`src/rtl/column_dropper.sv`:
```
// Column drop controller: animates a token falling down one Connect Four
// column and issues a single-cycle placement code to the landing cell.
module column_dropper #(
    parameter int ROWS = 8
) (
    input  logic                clock,
    input  logic                reset,
    input  logic                drop,
    input  logic [1:0]          player,
    input  logic                tick,
    input  logic [2*ROWS-1:0]   cell_state,
    output logic [2*ROWS-1:0]   up,
    output logic [ROWS-1:0]     falling,
    output logic                busy,
    output logic                done,
    output logic                rejected
);

    localparam int PW = (ROWS > 1) ? $clog2(ROWS) : 1;

    typedef enum logic [1:0] {
        IDLE,
        FALL,
        PLACE,
        DONE
    } state_t;

    state_t          state;
    state_t          state_next;
    logic [PW-1:0]   pos;
    logic [PW-1:0]   pos_next;
    logic [1:0]      color;
    logic [1:0]      color_next;
    logic            rejected_next;
    logic            player_valid;
    logic            top_empty;
    logic            at_bottom;
    logic            below_occupied;

    assign player_valid = (player == 2'b10) || (player == 2'b01);
    assign top_empty    = (cell_state[1:0] == 2'b00);
    assign at_bottom    = (pos == PW'(ROWS - 1));

    // Occupancy of the row directly beneath the falling token.
    always_comb begin
        below_occupied = 1'b0;
        for (int r = 0; r < ROWS - 1; r++) begin
            if (pos == PW'(r)) begin
                below_occupied = |cell_state[2*(r+1) +: 2];
            end
        end
    end

    // State, position, color and the registered reject pulse.
    always_ff @(posedge clock) begin
        if (reset) begin
            state    <= IDLE;
            pos      <= '0;
            color    <= 2'b00;
            rejected <= 1'b0;
        end else begin
            state    <= state_next;
            pos      <= pos_next;
            color    <= color_next;
            rejected <= rejected_next;
        end
    end

    // Next-state logic: accept or refuse drops, step on ticks, land.
    always_comb begin
        state_next    = state;
        pos_next      = pos;
        color_next    = color;
        rejected_next = 1'b0;
        case (state)
            IDLE: begin
                if (drop) begin
                    if (player_valid && top_empty) begin
                        state_next = FALL;
                        pos_next   = '0;
                        color_next = player;
                    end else begin
                        rejected_next = 1'b1;
                    end
                end
            end
            FALL: begin
                if (tick) begin
                    if (at_bottom || below_occupied) begin
                        state_next = PLACE;
                    end else begin
                        pos_next = pos + 1'b1;
                    end
                end
            end
            PLACE: begin
                state_next = DONE;
            end
            DONE: begin
                state_next = IDLE;
            end
            default: begin
                state_next = IDLE;
            end
        endcase
    end

    // Moore outputs decoded from the registered state.
    always_comb begin
        up      = '0;
        falling = '0;
        busy    = (state != IDLE);
        done    = (state == DONE);
        if (state == FALL || state == PLACE) begin
            falling[pos] = 1'b1;
        end
        if (state == PLACE) begin
            for (int r = 0; r < ROWS; r++) begin
                if (pos == PW'(r)) begin
                    up[2*r +: 2] = color;
                end
            end
        end
    end

endmodule

```
`config.mk`:
```
export PLATFORM = sky130hd
export DESIGN_NAME = column_dropper
export DESIGN_NICKNAME = d
export VERILOG_FILES = /design/src/rtl/column_dropper.sv
export SDC_FILE = /design/constraint.sdc
export NUM_CORES = 1
export LEC_CHECK = 0
export BUFFER_PORTS_ARGS = -buffer_cell sky130_fd_sc_hd__buf_2
export CAP_MARGIN = 10
export CORE_MARGIN = 10
export CORE_UTILIZATION = 44
export DETAILED_ROUTE_END_ITERATION = 12
export GPL_TIMING_DRIVEN = 0
export PLACE_DENSITY = 0.79
export SLEW_MARGIN = 0
export SYNTH_ARGS = -nofsm -noshare
export SYNTH_HDL_FRONTEND = slang
export SYNTH_SLANG_ARGS = --single-unit
```
`constraint.sdc`:
```
create_clock -name clock -period 5.8 [get_ports clock]
set_clock_uncertainty 0.15 [all_clocks]
set_input_delay 1.16 -clock clock [delete_from_list [all_inputs] [get_ports clock]]
set_output_delay 1.16 -clock clock [all_outputs]
set_load 0.02 [all_outputs]
```
==> results of run 1 <==
logic make-up (layout without fill, tap and decap cells):
group / count (synthesis) / after routing / share of synthesized area (%)
AND/OR/NAND/NOR: 67 / 67 / 38.0
AO/OA/AOI/OAI: 27 / 27 / 21.0
adder cells (fa/ha/maj): 11 / 11 / 15.4
buffers and inverters: 10 / 60 / 4.35
flip-flops: 8 / 8 / 18.0
multiplexers: 2 / 2 / 2.24
XOR/XNOR: 1 / 1 / 0.982
report_power, final:
group / internal, mW / switching, mW / total [mW]
Combinational: 0.0668 / 0.104 / 0.171
Clock: 0.0237 / 0.0186 / 0.0422
Sequential: 0.0624 / 0.00764 / 0.0700
cell type report:
cell class	count	area, um2	share of cell area, %
buffer	2	8.76	0.740
sequential	8	160	13.5
clock buffer	3	22.5	1.90
inverter	8	30.0	2.54
tap	27	33.8	2.85
timing repair buffer	47	235	19.9
multi-input combinational	108	693	58.6
routing by layer:
metal / vias to the layer above / GRT usage (%) / wire length, um
li1: 553 / - / -
met5: - / 0 / 0
met2: 50 / 21.2 / 1370
met3: 4 / 4.12 / 260
met1: 475 / 14.4 / 1150
met4: 0 / 4.81 / 37
worst min path at each step:
stage               cells after the start  slack (ns)                     to                   from
floorplan                               2        0.33  color[1]$_SDFFE_PP0P_  color[1]$_SDFFE_PP0P_
global placement                        2        0.35  state[1]$_SDFFE_PP0P_  state[1]$_SDFFE_PP0P_
detailed placement                      2        0.38  state[1]$_SDFFE_PP0P_  state[1]$_SDFFE_PP0P_
CTS                                     2        0.39  state[1]$_SDFFE_PP0P_  state[1]$_SDFFE_PP0P_
global route                            2        0.42  state[1]$_SDFFE_PP0P_  state[1]$_SDFFE_PP0P_
finish                                  2        0.38  state[1]$_SDFFE_PP0P_  state[1]$_SDFFE_PP0P_
through the flow:
step,util (%),hold slack (ns),setup slack (ns)
2_1_floorplan,-,0.331,3.16
3_3_place_gp,59.8,0.352,2.97
3_5_place_dp,59.8,0.380,2.95
4_1_cts,61.0,0.389,2.79
5_1_grt,61.0,0.421,2.69
6_report,61.0,0.384,2.79
registers in the layout (all words and copies together), names as in the netlist:
register / flops
color: 2
pos: 3
rejected: 1
state: 2
layout by cell type (no fill, tap or decap), types with 3 or more instances in the layout:
| cell type | instances |
|---|---|
| nand3_1 | 4 |
| clkbuf_4 | 3 |
| ha_1 | 11 |
| dfxtp_1 | 8 |
| nand2b_1 | 6 |
| a211oi_1 | 4 |
| and3_1 | 5 |
| inv_1 | 8 |
| o211ai_1 | 3 |
| nor3_1 | 5 |
| o21ai_0 | 5 |
| nand2_1 | 10 |
| nor2_1 | 23 |
| or2_2 | 3 |
| a21oi_1 | 5 |
| buf_2 | 48 |
worst register-to-register path, cell delays in order (launching register included):
cell and delay (ns):
dfxtp_1 0.46, buf_2 0.27, inv_1 0.08, ha_1 0.28
a21oi_1 0.13, o21ai_0 0.13, o211a_1 0.27, or4_1 0.47
a21oi_1 0.14
==> impl_metrics.env, run 1 <==
export IMPL_status="complete, no violations"
export IMPL_startpoint_type="flip-flop"
export IMPL_cp_num_buf_inv=3
export IMPL_rr_startpoint="pos[2]$_SDFFE_PP0P_"
export IMPL_synth_ff_type="dfxtp_1"
export IMPL_ys_warn_count=0
export IMPL_yosysSeqAreaShare_pct=18.0
export IMPL_tritoncts="yes"
export IMPL_netlist_instances=126
export IMPL_clock_sinks=8
export IMPL_grtUsageTotal_pct=12.6
export IMPL_setup_violations=0
export IMPL_cp_startpoint="pos[2]$_SDFFE_PP0P_"
export IMPL_clockBufferDepth=2
export IMPL_async_reset_ff_share_pct=0
export IMPL_initial_core_util_pct=45.9
export IMPL_grt_pass1_vias=1042
export IMPL_wl_per_cell_um=13.9
export IMPL_place_area_um2=1160
export IMPL_h_tree_depth=1
export IMPL_core_area_um2=1940
export IMPL_rsz0062_at_grt="no"
export IMPL_worst_ep_arrival_time_ns=1.70
export IMPL_nNetsFinal=211
export IMPL_crit_chain="buf_2 -> inv_1 -> ha_1 -> and3_1 -> buf_2"
export IMPL_cts_setup_buffers=0
export IMPL_syn_to_final_growth_pct=32.7
export IMPL_post_cts_resized=0
export IMPL_worstSetupPathType="reg2out"
export IMPL_dp_hpwl_mm=2.40
export IMPL_num_vias=1082
export IMPL_crit_fanout=10
export IMPL_finalNonFillerCells=203
export IMPL_worstSetupEndpoint="up[7]"
export IMPL_synth_top_area_share_pct=18.0
export IMPL_grt_max_degree=11
export IMPL_postRouteAntennaNets=0
export IMPL_reg2reg_setup_slack_ns=3.35
export IMPL_maxCapViolations=0
export IMPL_drc=0
export IMPL_tns_ns=0
export IMPL_rows=16
export IMPL_cpMostUsedCell="buf_2"
export IMPL_fmax_mhz=332
export IMPL_slew_headroom_pct=70.5
export IMPL_p_leak_nw=0.593
export IMPL_first_pass_iters=5
export IMPL_tightest_slew_ns=0.440
export IMPL_cp_end_kind="output pin"
export IMPL_synth_area_leaders="dfxtp_1 18%, ha_1 15%, nor2_1 9.7%"
export IMPL_die_area_um2=4230
export IMPL_final_layout_size_suffix_gt1_share_pct=32.4
export IMPL_worstPathRequired_ns=4.49
export IMPL_vdd_drop_max_uv=164
export IMPL_hold_class="reg2reg"
export IMPL_die_w_um=65.0
export IMPL_antennaDiodeCount=0
export IMPL_hold_viol_final=0
export IMPL_cpMaxStageDelayCell="dfxtp_1"
export IMPL_cts_buffers=3
export IMPL_cts_clk_slew_worst_paths_ns=0.05
export IMPL_slew_viol_final=0
export IMPL_place_inst=200
export IMPL_syn_num_nets=159
export IMPL_yosys_top_cells_count="23 x nor2_1, 11 x ha_1, 10 x nand2_1"
export IMPL_die_y_um=65.0
export IMPL_hold_buffers=0
export IMPL_place_gp_congestion=0.881
export IMPL_r2r_cells=8
export IMPL_power_mw=0.283
export IMPL_grt_pass1_wl_mm=4.55
export IMPL_post_route_min_period_ns=3.01
export IMPL_cts_root_buffer="clkbuf_4"
export IMPL_path_depth=5
export IMPL_synth_seq_cells=8
export IMPL_rr_endpoint="pos[2]$_SDFFE_PP0P_"
export IMPL_fillCellCount=184
export IMPL_synth_cell_type_count=34
export IMPL_synth_top_cell_by_area="dfxtp_1"
export IMPL_routed_wl_mm=2.82
export IMPL_finalInstanceArea_um2=1180
export IMPL_finalCritPeriodShare_pct=52.0
export IMPL_ios=49
export IMPL_drt_iter0_markers=79
export IMPL_overflow=0
export IMPL_crit_family="buffers and inverters"
export IMPL_synth_edf_count=0
export IMPL_power_density_nw_per_um2=239
export IMPL_vias_per_cell=5.33
export IMPL_syn_area_um2=892
export IMPL_clk_latency_ns=0.25
export IMPL_cp_slowest_stage_delay_ns=0.46
export IMPL_yosysMostFrequentCell="nor2_1"
export IMPL_synth_area_per_cell_um2=7.08
export IMPL_antenna_found_initial=0
export IMPL_port_buffers=47
Note: power is estimated with default switching activity, not from simulation.
==> run 2, diff against run 1 <==
--- a/config.mk
+++ b/config.mk
@@ -8,10 +8,10 @@
 export BUFFER_PORTS_ARGS = -buffer_cell sky130_fd_sc_hd__buf_2
 export CAP_MARGIN = 10
 export CORE_MARGIN = 10
-export CORE_UTILIZATION = 44
+export CORE_UTILIZATION = 40
 export DETAILED_ROUTE_END_ITERATION = 12
 export GPL_TIMING_DRIVEN = 0
-export PLACE_DENSITY = 0.79
+export PLACE_DENSITY = 0.76
 export SLEW_MARGIN = 0
 export SYNTH_ARGS = -nofsm -noshare
 export SYNTH_HDL_FRONTEND = slang
==> constraint.sdc (replaced) <==
create_clock -name clock -period 2.68 [get_ports clock]
set_clock_uncertainty 0.15 [all_clocks]
set_input_delay 0.536 -clock clock [delete_from_list [all_inputs] [get_ports clock]]
set_output_delay 0.536 -clock clock [all_outputs]
set_load 0.02 [all_outputs]
==> run 2 against run 1 <==
Net effect: wire length is 2.3% lower; cell area grew 0.11%; global-route usage shrank 0.19 points; sequential share of layout area about the same; sequential power is 120% higher; critical path depth rose by 3; first-iteration DRC count down 41%; largest cell class unchanged; highest routed layer unchanged.
==> impl_metrics.env, run 2 (synthesized netlist as in run 1, its figures left out) <==
export IMPL_status="complete, no violations"
export IMPL_cp_slowest_stage_delay_ns=0.47
export IMPL_slew_viol_final=0
export IMPL_top_register="pos"
export IMPL_post_cts_resized=0
export IMPL_maxCapViolations=0
export IMPL_finalCritPeriodShare_pct=91.4
export IMPL_h_tree_depth=1
export IMPL_worst_ep_arrival_time_ns=2.48
export IMPL_cts_buffers=3
export IMPL_die_w_um=67.2
export IMPL_grt_max_degree=11
export IMPL_rsz0062_at_grt="no"
export IMPL_p_leak_nw=0.593
export IMPL_grt_pass1_wl_mm=4.61
export IMPL_cts_root_buffer="clkbuf_4"
export IMPL_syn_to_final_growth_pct=32.8
export IMPL_crit_chain="buf_2 -> inv_1 -> ha_1 -> a21oi_1 -> o21ai_0 -> o211a_1 -> or4_1 -> a21oi_1"
export IMPL_fmax_mhz=408
export IMPL_cp_num_buf_inv=2
export IMPL_cpMaxStageDelayCell="or4_1"
export IMPL_holdPathStages=2
export IMPL_post_route_min_period_ns=2.45
export IMPL_ios=49
export IMPL_nNetsFinal=211
export IMPL_cts_clk_slew_worst_paths_ns=0.05
export IMPL_routed_wl_mm=2.76
export IMPL_power_mw=0.605
export IMPL_path_depth=8
export IMPL_dp_hpwl_mm=2.36
export IMPL_grtUsageTotal_pct=12.4
export IMPL_first_pass_iters=4
export IMPL_cts_setup_buffers=0
export IMPL_initial_core_util_pct=41.1
export IMPL_place_area_um2=1160
export IMPL_vias_per_cell=5.29
export IMPL_setup_violations=0
export IMPL_wl_per_cell_um=13.5
export IMPL_layout_commonest_cell="buf_2"
export IMPL_postRouteAntennaNets=0
export IMPL_die_y_um=67.2
export IMPL_startpoint_type="flip-flop"
export IMPL_most_common_layout_cells="48 x buf_2, 23 x nor2_1, 11 x ha_1"
export IMPL_r2r_cells=8
export IMPL_tightest_slew_ns=0.396
export IMPL_worstPathRequired_ns=2.71
export IMPL_place_gp_congestion=0.808
export IMPL_overflow=0
export IMPL_rows=17
export IMPL_crit_fanout=10
export IMPL_drt_iter0_markers=47
export IMPL_finalInstanceArea_um2=1180
export IMPL_antennaDiodeCount=0
export IMPL_grt_pass1_vias=1001
export IMPL_top_regs="pos x3, color x2, state x2"
export IMPL_drc=0
export IMPL_hold_buffers=0
export IMPL_cpMostUsedCell="a21oi_1"
export IMPL_core_area_um2=2170
export IMPL_power_density_nw_per_um2=510
export IMPL_clk_latency_ns=0.25
export IMPL_die_area_um2=4520
export IMPL_vdd_drop_max_uv=401
export IMPL_fillCellCount=214
export IMPL_worstSetupPathType="reg2reg"
export IMPL_antenna_found_initial=0
export IMPL_clock_sinks=8
export IMPL_num_vias=1079
export IMPL_clockBufferDepth=2
export IMPL_final_layout_size_suffix_gt1_share_pct=32.4
export IMPL_hold_viol_final=0
export IMPL_port_buffers=47
export IMPL_tritoncts="yes"
export IMPL_crit_family="compound AO/OA/AOI/OAI gates"
export IMPL_tns_ns=0
export IMPL_slew_headroom_pct=73.6
export IMPL_cp_end_kind="flip-flop"
export IMPL_hold_class="reg2reg"
export IMPL_largest_reg_flops=3
## run 2: cell counts in the layout (fill, tap and decap cells not counted)
Identical to the previous run, type by type.
## run 2: metrics by stage
step / hold WS [ns] / util, % / worst slack (ns) / cells
finish: 0.365 / 54.6 / 0.232 / 204
global route: 0.398 / 54.6 / 0.0106 / 204
CTS: 0.375 / 54.6 / 0.256 / 204
detailed placement: 0.362 / 53.6 / 0.275 / 201
global placement: 0.353 / 53.6 / 0.289 / 201
floorplan: 0.331 / - / 0.495 / 126
## run 2: worst min-delay path, stage by stage, from the launching register on
cell and delay (ns):
dfxtp_1 0.33, nand2b_1 0.07, mux2i_1 0.06
## run 2: path summary, 6_finish.rpt
path	from	endpoint	slack [ns]
setup / recovery	pos[2]$_SDFFE_PP0P_	pos[2]$_SDFFE_PP0P_	0.23
hold / removal	state[1]$_SDFFE_PP0P_	state[1]$_SDFFE_PP0P_	0.36
setup reg to reg	pos[2]$_SDFFE_PP0P_	pos[2]$_SDFFE_PP0P_	0.23
hold reg to reg	state[1]$_SDFFE_PP0P_	state[1]$_SDFFE_PP0P_	0.36
## run 2: final cells by class
cell class                      instances  area, um2  share of cell area [%]
Timing Repair Buffer                   47        235                    19.9
Clock buffer                            3       22.5                    1.90
Tap cell                               28       35.0                    2.96
Multi-Input combinational cell        108        693                    58.5
Inverter                                8       30.0                    2.53
Buffer                                  2       8.76                   0.739
Sequential cell                         8        160                    13.5
## run 2: report_power, final
group          internal (mW)  total [mW]  leakage (nW)  switching (mW)
Combinational          0.144       0.363         0.514           0.218
Clock                 0.0512      0.0911        0.0138          0.0399
Sequential             0.135       0.151        0.0650          0.0157
Total                  0.330       0.605         0.593           0.274
## run 2: routing by layer
metal	part of all wire, %	routed length [um]	track usage [%]
met2	47	1300	20.9
met4	0.91	25	3.33
met1	41	1120	14.2
met5	0	0	0
met3	11	315	5.12
